==> config.mk <==
export PLATFORM = sky130hd
export DESIGN_NAME = adder_core_flat
export DESIGN_NICKNAME = d
export VERILOG_FILES = /design/src/rtl/adder_core_pkg.sv /design/src/rtl/adder_core_if.sv /design/src/rtl/adder_core_full_adder_cell.sv /design/src/rtl/adder_core.sv /design/src/flat_wrapper.sv
export SDC_FILE = /design/constraint.sdc
export NUM_CORES = 1
export LEC_CHECK = 0
export ABC_CLOCK_PERIOD_IN_PS = 12300
export CAP_MARGIN = 25
export CORE_MARGIN = 5
export CORE_UTILIZATION = 37
export CTS_BUF_LIST = sky130_fd_sc_hd__clkbuf_4
export CTS_CLUSTER_DIAMETER = 30
export DETAILED_ROUTE_END_ITERATION = 12
export PLACE_DENSITY = 0.83
export SYNTH_ARGS = -nofsm -noshare
export SYNTH_HDL_FRONTEND = slang
export SYNTH_SLANG_ARGS = --single-unit
==> constraint.sdc <==
create_clock -name clk -period 12.3 [get_ports clk]
set_input_delay 2.46 -clock clk [delete_from_list [all_inputs] [get_ports clk]]
set_output_delay 2.46 -clock clk [all_outputs]
set_load 0.01 [all_outputs]
==> src/rtl/adder_core_pkg.sv <==
// Shared constants and the full-adder bit equation for the adder_core ripple chain.
package adder_core_pkg;

    localparam int ADDER_N_DEFAULT = 21;
    localparam int ADDER_N_MIN     = 1;
    localparam int ADDER_N_MAX     = 64;

    typedef struct packed {
        logic s;
        logic cout;
    } fa_out_t;

    // One bit of the ripple chain, written as the explicit sum/carry equations.
    function automatic fa_out_t fa_eval(input logic a, input logic b, input logic cin);
        fa_out_t r;
        r.s    = a ^ b ^ cin;
        r.cout = (a & b) | (cin & (a ^ b));
        return r;
    endfunction

endpackage

==> src/rtl/adder_core_if.sv <==
// Operand/result bundle between the flit-injection stimulus and adder_core.
interface adder_core_if #(
    parameter int N = 21
);
    logic [N-1:0] input1;
    logic [N-1:0] input2;
    logic [N-1:0] sum;

    modport master (output input1, output input2, input sum);
    modport slave  (input input1, input input2, output sum);
endinterface

==> src/rtl/adder_core_full_adder_cell.sv <==
// Single full-adder cell; one instance per bit of the ripple chain.
module full_adder_cell
    import adder_core_pkg::*;
(
    input  logic a,
    input  logic b,
    input  logic cin,
    output logic s,
    output logic cout
);
    fa_out_t r;

    assign r    = fa_eval(a, b, cin);
    assign s    = r.s;
    assign cout = r.cout;
endmodule

==> src/rtl/adder_core.sv <==
// Registered N-bit unsigned adder: explicit ripple-carry chain feeding one sum register.
module adder_core
    import adder_core_pkg::*;
#(
    parameter int N = ADDER_N_DEFAULT
) (
    input  logic        clk,
    input  logic        rst,
    adder_core_if.slave bus
);
    generate
        if (N < ADDER_N_MIN || N > ADDER_N_MAX) begin : g_bad_width
            $error("adder_core: N out of range");
        end
    endgenerate

    logic [N-1:0] carry_p0;
    logic [N-1:0] s_p0;
    logic         carry_unused;

    assign carry_p0[0] = 1'b0;

    // Stage p0: combinational ripple chain, LSB first; final carry-out is dropped.
    generate
        for (genvar i = 0; i < N; i++) begin : g_bit
            logic cout;

            full_adder_cell u_fa (
                .a    (bus.input1[i]),
                .b    (bus.input2[i]),
                .cin  (carry_p0[i]),
                .s    (s_p0[i]),
                .cout (cout)
            );

            if (i < N - 1) begin : g_link
                assign carry_p0[i+1] = cout;
            end else begin : g_last
                assign carry_unused = cout;
            end
        end
    endgenerate

    // Stage p1: the only state in the block, reset has priority over the add.
    always_ff @(posedge clk) begin
        if (rst) begin
            bus.sum <= '0;
        end else begin
            bus.sum <= s_p0;
        end
    end
endmodule

==> src/flat_wrapper.sv <==
// flat-port wrapper written by rule: the top's interface ports become plain ports
module adder_core_flat import adder_core_pkg::*;
#(
    parameter int N = ADDER_N_DEFAULT
)
  (clk, rst, bus_input1, bus_input2, bus_sum);
  adder_core_if #(.N(N)) bus_i ();
  input  logic clk;
  input  logic rst;
  input wire logic [$bits(bus_i.input1)-1:0] bus_input1;
  input wire logic [$bits(bus_i.input2)-1:0] bus_input2;
  output wire logic [$bits(bus_i.sum)-1:0] bus_sum;
  assign bus_i.input1 = bus_input1;
  assign bus_i.input2 = bus_input2;
  assign bus_sum = bus_i.sum;
  adder_core #(.N(N)) u_core (.clk(clk), .rst(rst), .bus(bus_i));
endmodule
== Yosys cells after proc, flatten, opt, wreduce, memory -nomap -nowiden ==
Cells that the tools add are included.
Storage, ports and cells
  bits of input ports: 44
  register bits: 21
Cells by class
  bitwise operators: 99
Operators by type and width (number)
  XOR 1 bit: 41
  bitwise AND 1 bit: 39
  bitwise OR 1 bit: 19

== Logic depth before layout (Yosys ltp) ==
Gate-level depths: netlist (run 1).
  word-level depth: 40
  depth in mapped cells: 24
  depth with buffers taken out: 24

== Modules after synthesis ==
Synthesis (run 1) repeated with hierarchy kept, for this count alone.
Unflattened totals
  cells, all modules: 66
  area total of the unflattened synthesis: 1048.5 sq um
Modules (own cells, without submodules)
  adder_core: area an instance 628.1 sq um, seq. area each 420.4 sq um, times used 1, cells an instance 45
  full_adder_cell: area an instance 20.0 sq um, seq. area each 0.0 sq um, times used 21, cells an instance 1

== Worst setup path after synthesis (run 1) ==
No wires, ideal clock.
  kind: input port to flip-flop
  from: in bus_input2[0]
  to: reg u_core.bus.sum[20]
  required time: 12.183 ns
  arrival: 10.056 ns
  path slack: 2.126 ns
  cell stages on the path: 24
  library setup time: 0.117 ns
  cells stage by stage: ha_1 > fa_1 > fa_1 > fa_1 > fa_1 > fa_1 > fa_1 > fa_1 > fa_1 > inv_1 > fa_1 > inv_1 > fa_1 > fa_1 > fa_1 > fa_1 > fa_1 > fa_1 > fa_1 > fa_1 > fa_1 > fa_1 > xnor3_1 > nor2_1
On the way
  longest elaborated chain between the ends: 40
Ends and longest elaborated chain
  from (decl): RTL line flat_wrapper.sv:11  | input wire logic [$bits(bus_i.input2)-1:0] bus_input2;
  bitwise AND 1 bit (2 in series): RTL line adder_core_pkg.sv:17  | r.cout = (a & b) | (cin & (a ^ b));
  bitwise OR 1 bit: RTL line adder_core_pkg.sv:17
  bitwise AND 1 bit: RTL line adder_core_pkg.sv:17
  bitwise OR 1 bit: RTL line adder_core_pkg.sv:17
  bitwise AND 1 bit: RTL line adder_core_pkg.sv:17
  bitwise OR 1 bit: RTL line adder_core_pkg.sv:17
  bitwise AND 1 bit: RTL line adder_core_pkg.sv:17
  bitwise OR 1 bit: RTL line adder_core_pkg.sv:17
  [23 not listed]
  bitwise OR 1 bit: RTL line adder_core_pkg.sv:17
  bitwise AND 1 bit: RTL line adder_core_pkg.sv:17
  bitwise OR 1 bit: RTL line adder_core_pkg.sv:17
  bitwise AND 1 bit: RTL line adder_core_pkg.sv:17
  bitwise OR 1 bit: RTL line adder_core_pkg.sv:17
  bitwise AND 1 bit: RTL line adder_core_pkg.sv:17
  bitwise OR 1 bit: RTL line adder_core_pkg.sv:17
  XOR 1 bit: RTL line adder_core_pkg.sv:16  | r.s = a ^ b ^ cin;
  to (signal assigned): RTL line adder_core.sv:49  | bus.sum <= s_p0;
  to (decl): RTL line adder_core_if.sv:10  | modport slave (input input1, input input2, output sum);
No other way between the ends.
A chain may end at the register's enable or synchronous reset.

== Final worst setup path (run 1) ==
Same ends and word-level chain as after synthesis.

==> results of run 1 <==
[cell type report]
class / instances / area (µm²)
clock buffer: 4 / 30.0
timing repair buffer: 64 / 641
fill: 215 / 837
multi-input combinational: 42 / 542
sequential: 21 / 420
tap: 30 / 37.5
inverter: 4 / 15.0
[through the flow]
stage / worst slack [ns] / util
after global routing: 1.39 / 0.668
after floorplan: 2.13 / -
after global placement: 1.44 / 0.656
after CTS: 1.70 / 0.668
final: 1.70 / 0.668
after detailed placement: 1.41 / 0.656
[layer usage]
layer / part of all wire / GRT usage / vias to the layer above
li1: - / - / 335
met1: 0.28 / 0.103 / 339
met2: 0.57 / 0.242 / 37
met3: 0.14 / 0.0503 / 2
met4: 0.0061 / 0.0364 / 0
met5: 0 / 0 / -
[worst max-delay path by stage]
stage	start	end	cells after the start
finish	bus_input2[0]	u_core.bus.sum[20]	25
floorplan	bus_input2[0]	u_core.bus.sum[20]	24
detailed placement	bus_input2[0]	u_core.bus.sum[20]	25
global route	bus_input2[0]	u_core.bus.sum[20]	25
CTS	bus_input2[0]	u_core.bus.sum[20]	25
global placement	bus_input2[0]	u_core.bus.sum[20]	25
[cells in the final DEF, fill, tap and decap left out, drive strengths merged]
cell           synthesis  final
inv                    4      4
nor2                   2      2
dfxtp                 21     21
nor2b                 19     19
clkdlybuf4s50          0     64
ha                     1      1
fa                    19     19
xnor3                  1      1
clkbuf                 0      4
[logic make-up after synthesis]
family,after synthesis
DFF,21
buffers and inverters,6
adders and majority gates,20
xor gates and xnor gates,1
and+or+nand+nor,21
[critical path, cell delays in order]
cell and delay (ns):
clkdlybuf4s50_1 0.40, ha_1 0.21, fa_1 0.38, fa_1 0.41, fa_1 0.40, fa_1 0.41, fa_1 0.39, fa_1 0.39
fa_1 0.39, fa_1 0.36, inv_1 0.07, fa_1 0.15, inv_1 0.05, fa_1 0.37, fa_1 0.39, fa_1 0.39
fa_1 0.39, fa_1 0.40, fa_1 0.39, fa_1 0.40, fa_1 0.39, fa_1 0.39, fa_1 0.38, xnor3_1 0.37
nor2_1 0.04
[where the power goes]
part | switching (mW) | internal [mW]
Clock | 0.0190 | 0.0148
Combinational | 0.0202 | 0.0381
Sequential | 0.00211 | 0.0768
Total | 0.0413 | 0.130
==> results.md, run 1 <==
- Top FF cell, synth: dfxtp_1
- Core region area: 0.00252 mm²
- Final net count: 200
- Adder-cell area share of the yosys netlist: 0.398
- Detail Route Antenna Nets: 0
- Final WL: 2140 µm
- Mapped Cells: 69
- CTS resizes: 0
- Status: completed
- Avg Cell Area, Syn: 14.3 µm²
- Min-delay src: bus_input1[20]
- Largest net degree at the start of global routing: 22
- Clk sinks: 21
- Area delta synth->final: 70.7%
- Global route total overflow: 0
- Hold WS: 2.83 ns
- Worst-path clk slew: 0.11 ns
- Die area: 0.00380 mm²
- Post-synth top cells: 21 x dfxtp_1, 19 x fa_1, 19 x nor2b_1
- Vias in the first global route: 779
- Row count: 18
- Number of CTS-inserted buffers: 3
- Cell variety after synth: 8
- Mapped Area: 987 µm²
- Worst-case clock buffer depth: 2
- Pwr Total: 0.171 mW
- Largest registers: u_core.bus.sum: 21 flops
- Static Leak: 0.669 nW
- Worst hold stages: 3
- Via count: 713
- DR WL/cell: 13.0 µm
- Crit path max fanout: 1
- Largest family of logic cells by synthesized area: adder cells
- Cell taking the most area after synthesis: dfxtp_1
- Buffers added on ports: 64
- Count of final setup violators: 0
- RSZ-0062 raised after global routing: no
- Minimum clock period: 10.60 ns
- Design area: 0.00169 mm²
- Seq/Total Area, Yosys: 0.426
- Setup Buffers After CTS: 0
- CP arrival: 10.77 ns
- Max FFs per register: 21
- H-tree Lvls: 1
- Filler-free cell count of the finished design: 165
- Max rail drop VDD: 68.7 µV
- First-pass GRT wire length: 3160 µm
- Die Height: 61.7 µm
- FMAX: 0.0943 GHz
- Number of synthesized flops with an enable pin: 0
- CP Data Required Time: 12.46 ns
- Worst setup SP type: input pin
- Maxcap violations: 0
- Ant diodes: 0
- Slew Limit Fails: 0
- Sum Neg Setup Slack: 0 ns
- Mux cell area share after synthesis: 0
- Syn_nets: 133
- DP Wirelength: 1950 µm
- Post-DP Area: 0.00166 mm²
- Slew @ Worst Pin: 0.714 ns
- Hold EP: u_core.bus.sum[20]
- Starting Density: 0.391
- Clock Tree Root: clkbuf_4
- Most common cell in the netlist: dfxtp_1
- Part of the cycle the worst path needs: 0.862
- First-pass DRT Iterations: 2
- Top cell type's share of synthesized area: 0.426
- GRT Resource Usage Total: 0.120
- Yosys warnings: 0
- Worst min-delay path category: input pin to flip-flop
- Largest Register: u_core.bus.sum
- Hold_buf cts: 0
- Initial antenna violation count: 0
- TritonCTS clock tree: yes
- Cell Pwr Density: 101 mW/mm²
- DRT iter0 DRCs: 6
- Flip-flop and latch count after synthesis: 21
- Die X: 61.7 µm
- Worst Setup Path Type: input pin to flip-flop
- Via density: 4.32
- Final Wtd Congestion: 0.606
- Worst Setup End Kind: flip-flop
- Slew HR: 0.523
- Fin. Hold Viols: 0
- Xor/xnor share of the synthesized area: 0.0228
- Top cells by area, synth: dfxtp_1 43%, fa_1 39%, nor2b_1 12%, xnor3_1 2.3%, inv_1 1.5%
- Complex-gate fraction of the synthesized area: 0
- FFs w/ async S/R, synth: 0
- Fraction of the mapped netlist area in simple logic gates: 0.128
- Share of cells above drive strength 1: 0.0296
- Inst Count DP: 161
- IO Count: 65
- Post-route DRC: 0
No activity file was read; power rests on OpenSTA's default activity.
==> run 2, diff against run 1 <==
Settings changed: CORE_UTILIZATION 37 to 35, CTS_BUF_LIST sky130_fd_sc_hd__clkbuf_4 to sky130_fd_sc_hd__clkbuf_4 sky130_fd_sc_hd__clkbuf_8 sky130_fd_sc_hd__clkbuf_16, PLACE_DENSITY 0.83 to 0.8.
==> results.md, run 2 (same netlist as run 1, synthesis figures left out) <==
- Status: completed
- Maxcap violations: 0 (unchanged)
- Max rail drop VDD: 94.7 µV (+38%)
- Largest net degree at the start of global routing: 22 (unchanged)
- Largest registers: u_core.bus.sum: 21 flops
- WP depth: 25 (unchanged)
- Largest Register: u_core.bus.sum
- Max FFs per register: 21 (unchanged)
- Setup WS post-layout: 1.62 ns (-0.0764 ns)
- Inst Count DP: 162 (+0.62%)
- TritonCTS clock tree: yes
- Static Leak: 0.668 nW (-0.10%)
- Switching share of total power: 0.257 (+0.0152)
- Worst hold stages: 3 (unchanged)
- Worst min-delay path category: input pin to flip-flop
- Vias in the first global route: 828 (+6.3%)
- Slew Limit Fails: 0 (unchanged)
- Clk sinks: 21 (unchanged)
- DRT iter0 DRCs: 16 (+10)
- Die area: 0.00398 mm² (+4.8%)
- Design area: 0.00168 mm² (about the same)
- Ant diodes: 0 (unchanged)
- Fin. Hold Viols: 0 (unchanged)
- Most common cell after layout, fill and taps aside: clkdlybuf4s50_1
- Pint: 0.127 mW (-1.9%)
- Hold WS: 2.84 ns (+0.0112 ns)
- Number of CTS-inserted buffers: 3 (unchanged)
- Slew HR: 0.507 (-0.0157)
- Final net count: 200 (unchanged)
- Power share of the combinational group: 0.344 (+0.003)
- Worst Setup Path Type: input pin to flip-flop
- Worst Setup End Kind: flip-flop
- Worst slack, placed: 1.28 ns (-0.123 ns)
- Hold_buf cts: 0 (unchanged)
- CTS resizes: 0 (unchanged)
- Worst-case clock buffer depth: 2 (unchanged)
- Share of power burned in registers: 0.460 (about the same)
- Die Height: 63.1 µm (+2.4%)
- Cell Pwr Density: 102 mW/mm² (+0.13%)
- Final WL: 2350 µm (+9.6%)
- Initial antenna violation count: 0 (unchanged)
- Minimum clock period: 10.68 ns (+0.0764 ns)
- CP Data Required Time: 12.47 ns (about the same)
- DP Wirelength: 2090 µm (+7.2%)
- Commonest non-fill, non-tap cells in the layout: 64 x clkdlybuf4s50_1, 21 x dfxtp_1, 19 x nor2b_1, 19 x fa_1, 4 x inv_1
- Post-DP Area: 0.00166 mm² (about the same)
- RSZ-0062 raised after global routing: no
- Share of cells above drive strength 1: 0.0296 (unchanged)
- Buffers added on ports: 64 (unchanged)
- H-tree Lvls: 1 (unchanged)
- Crit-path max cell delay: 0.40 ns (about the same)
- Filler-free cell count of the finished design: 166 (+0.61%)
- Final Wtd Congestion: 0.706 (+16%)
- Sw Pwr: 0.0440 mW (+6.4%)
- Slew @ Worst Pin: 0.737 ns (+0.0235 ns)
- Sum Neg Setup Slack: 0 ns (unchanged)
- Global route total overflow: 0 (unchanged)
- Pwr Total: 0.171 mW (about the same)
- Via density: 4.23 (-2.1%)
- Count of final setup violators: 0 (unchanged)
- Starting Density: 0.361 (-0.0303)
- FMAX: 0.0936 GHz (-0.72%)
- Post-route DRC: 0 (unchanged)
- Detail Route Antenna Nets: 0 (unchanged)
- Worst setup SP type: input pin
- First-pass DRT Iterations: 2 (unchanged)
- Most used cell, CP: fa_1
- Crit-path slowest cell: clkdlybuf4s50_1
- GRT Resource Usage Total: 0.121 (+0.00155)
- Die X: 63.1 µm (+2.4%)
- CP arrival: 10.85 ns (+0.08 ns)
- DR WL/cell: 14.1 µm (+9.0%)
- Clock Tree Root: clkbuf_4
- CP Buf/Inv Count: 3 (unchanged)
- Setup Buffers After CTS: 0 (unchanged)
- Clock power frac: 0.195 (-0.003)
- Area delta synth->final: 70.6% (about the same)
- Crit path max fanout: 1 (unchanged)
- IO Count: 65 (unchanged)
- Part of the cycle the worst path needs: 0.868 (+0.00621)
- Via count: 702 (-1.5%)
- Worst-path clk slew: 0.12 ns (about the same)
- Row count: 19 (+1)
- Final core occ: 0.616 (-0.0521)
- First-pass GRT wire length: 3700 µm (+17%)
- Core region area: 0.00273 mm² (+8.4%)
- CP top delay family: adder cells
[run 2: power by group through the flow]
stage | Clock, mW | Combinational (mW) | Sequential, mW
floorplan | 0 | 0.0170 | 0.0853
global placement | 0 | 0.0576 | 0.0802
detailed placement | 0 | 0.0599 | 0.0807
CTS | 0.0353 | 0.0603 | 0.0790
global route | 0.0370 | 0.0659 | 0.0797
finish | 0.0334 | 0.0589 | 0.0788
[run 2: tightest hold or removal path, cell delays in order]
cell	delay, ns
clkdlybuf4s50_1	0.47
xnor3_1	0.14
nor2_1	0.05
[run 2: path summary, 6_finish.rpt]
check,from,to,slack (ns)
worst min-delay path,bus_input1[20],u_core.bus.sum[20],2.84
worst max-delay path,bus_input2[0],u_core.bus.sum[20],1.62
[run 2: per-layer routing]
metal / vias to the layer above / global-route usage / part of all wire
met5: - / 0 / 0
met4: 0 / 0.0477 / 0.012
met3: 4 / 0.0266 / 0.063
met2: 29 / 0.260 / 0.63
met1: 334 / 0.100 / 0.30
li1: 335 / - / -
[run 2: area by class of cell]
class / instances / area, µm²
Tap cell: 31 / 38.8
Multi-Input combinational cell: 42 / 542
Inverter: 4 / 15.0
Timing Repair Buffer: 64 / 641
Fill cell: 209 / 1050
Clock inverter: 1 / 5.00
Sequential cell: 21 / 420
Clock buffer: 3 / 22.5
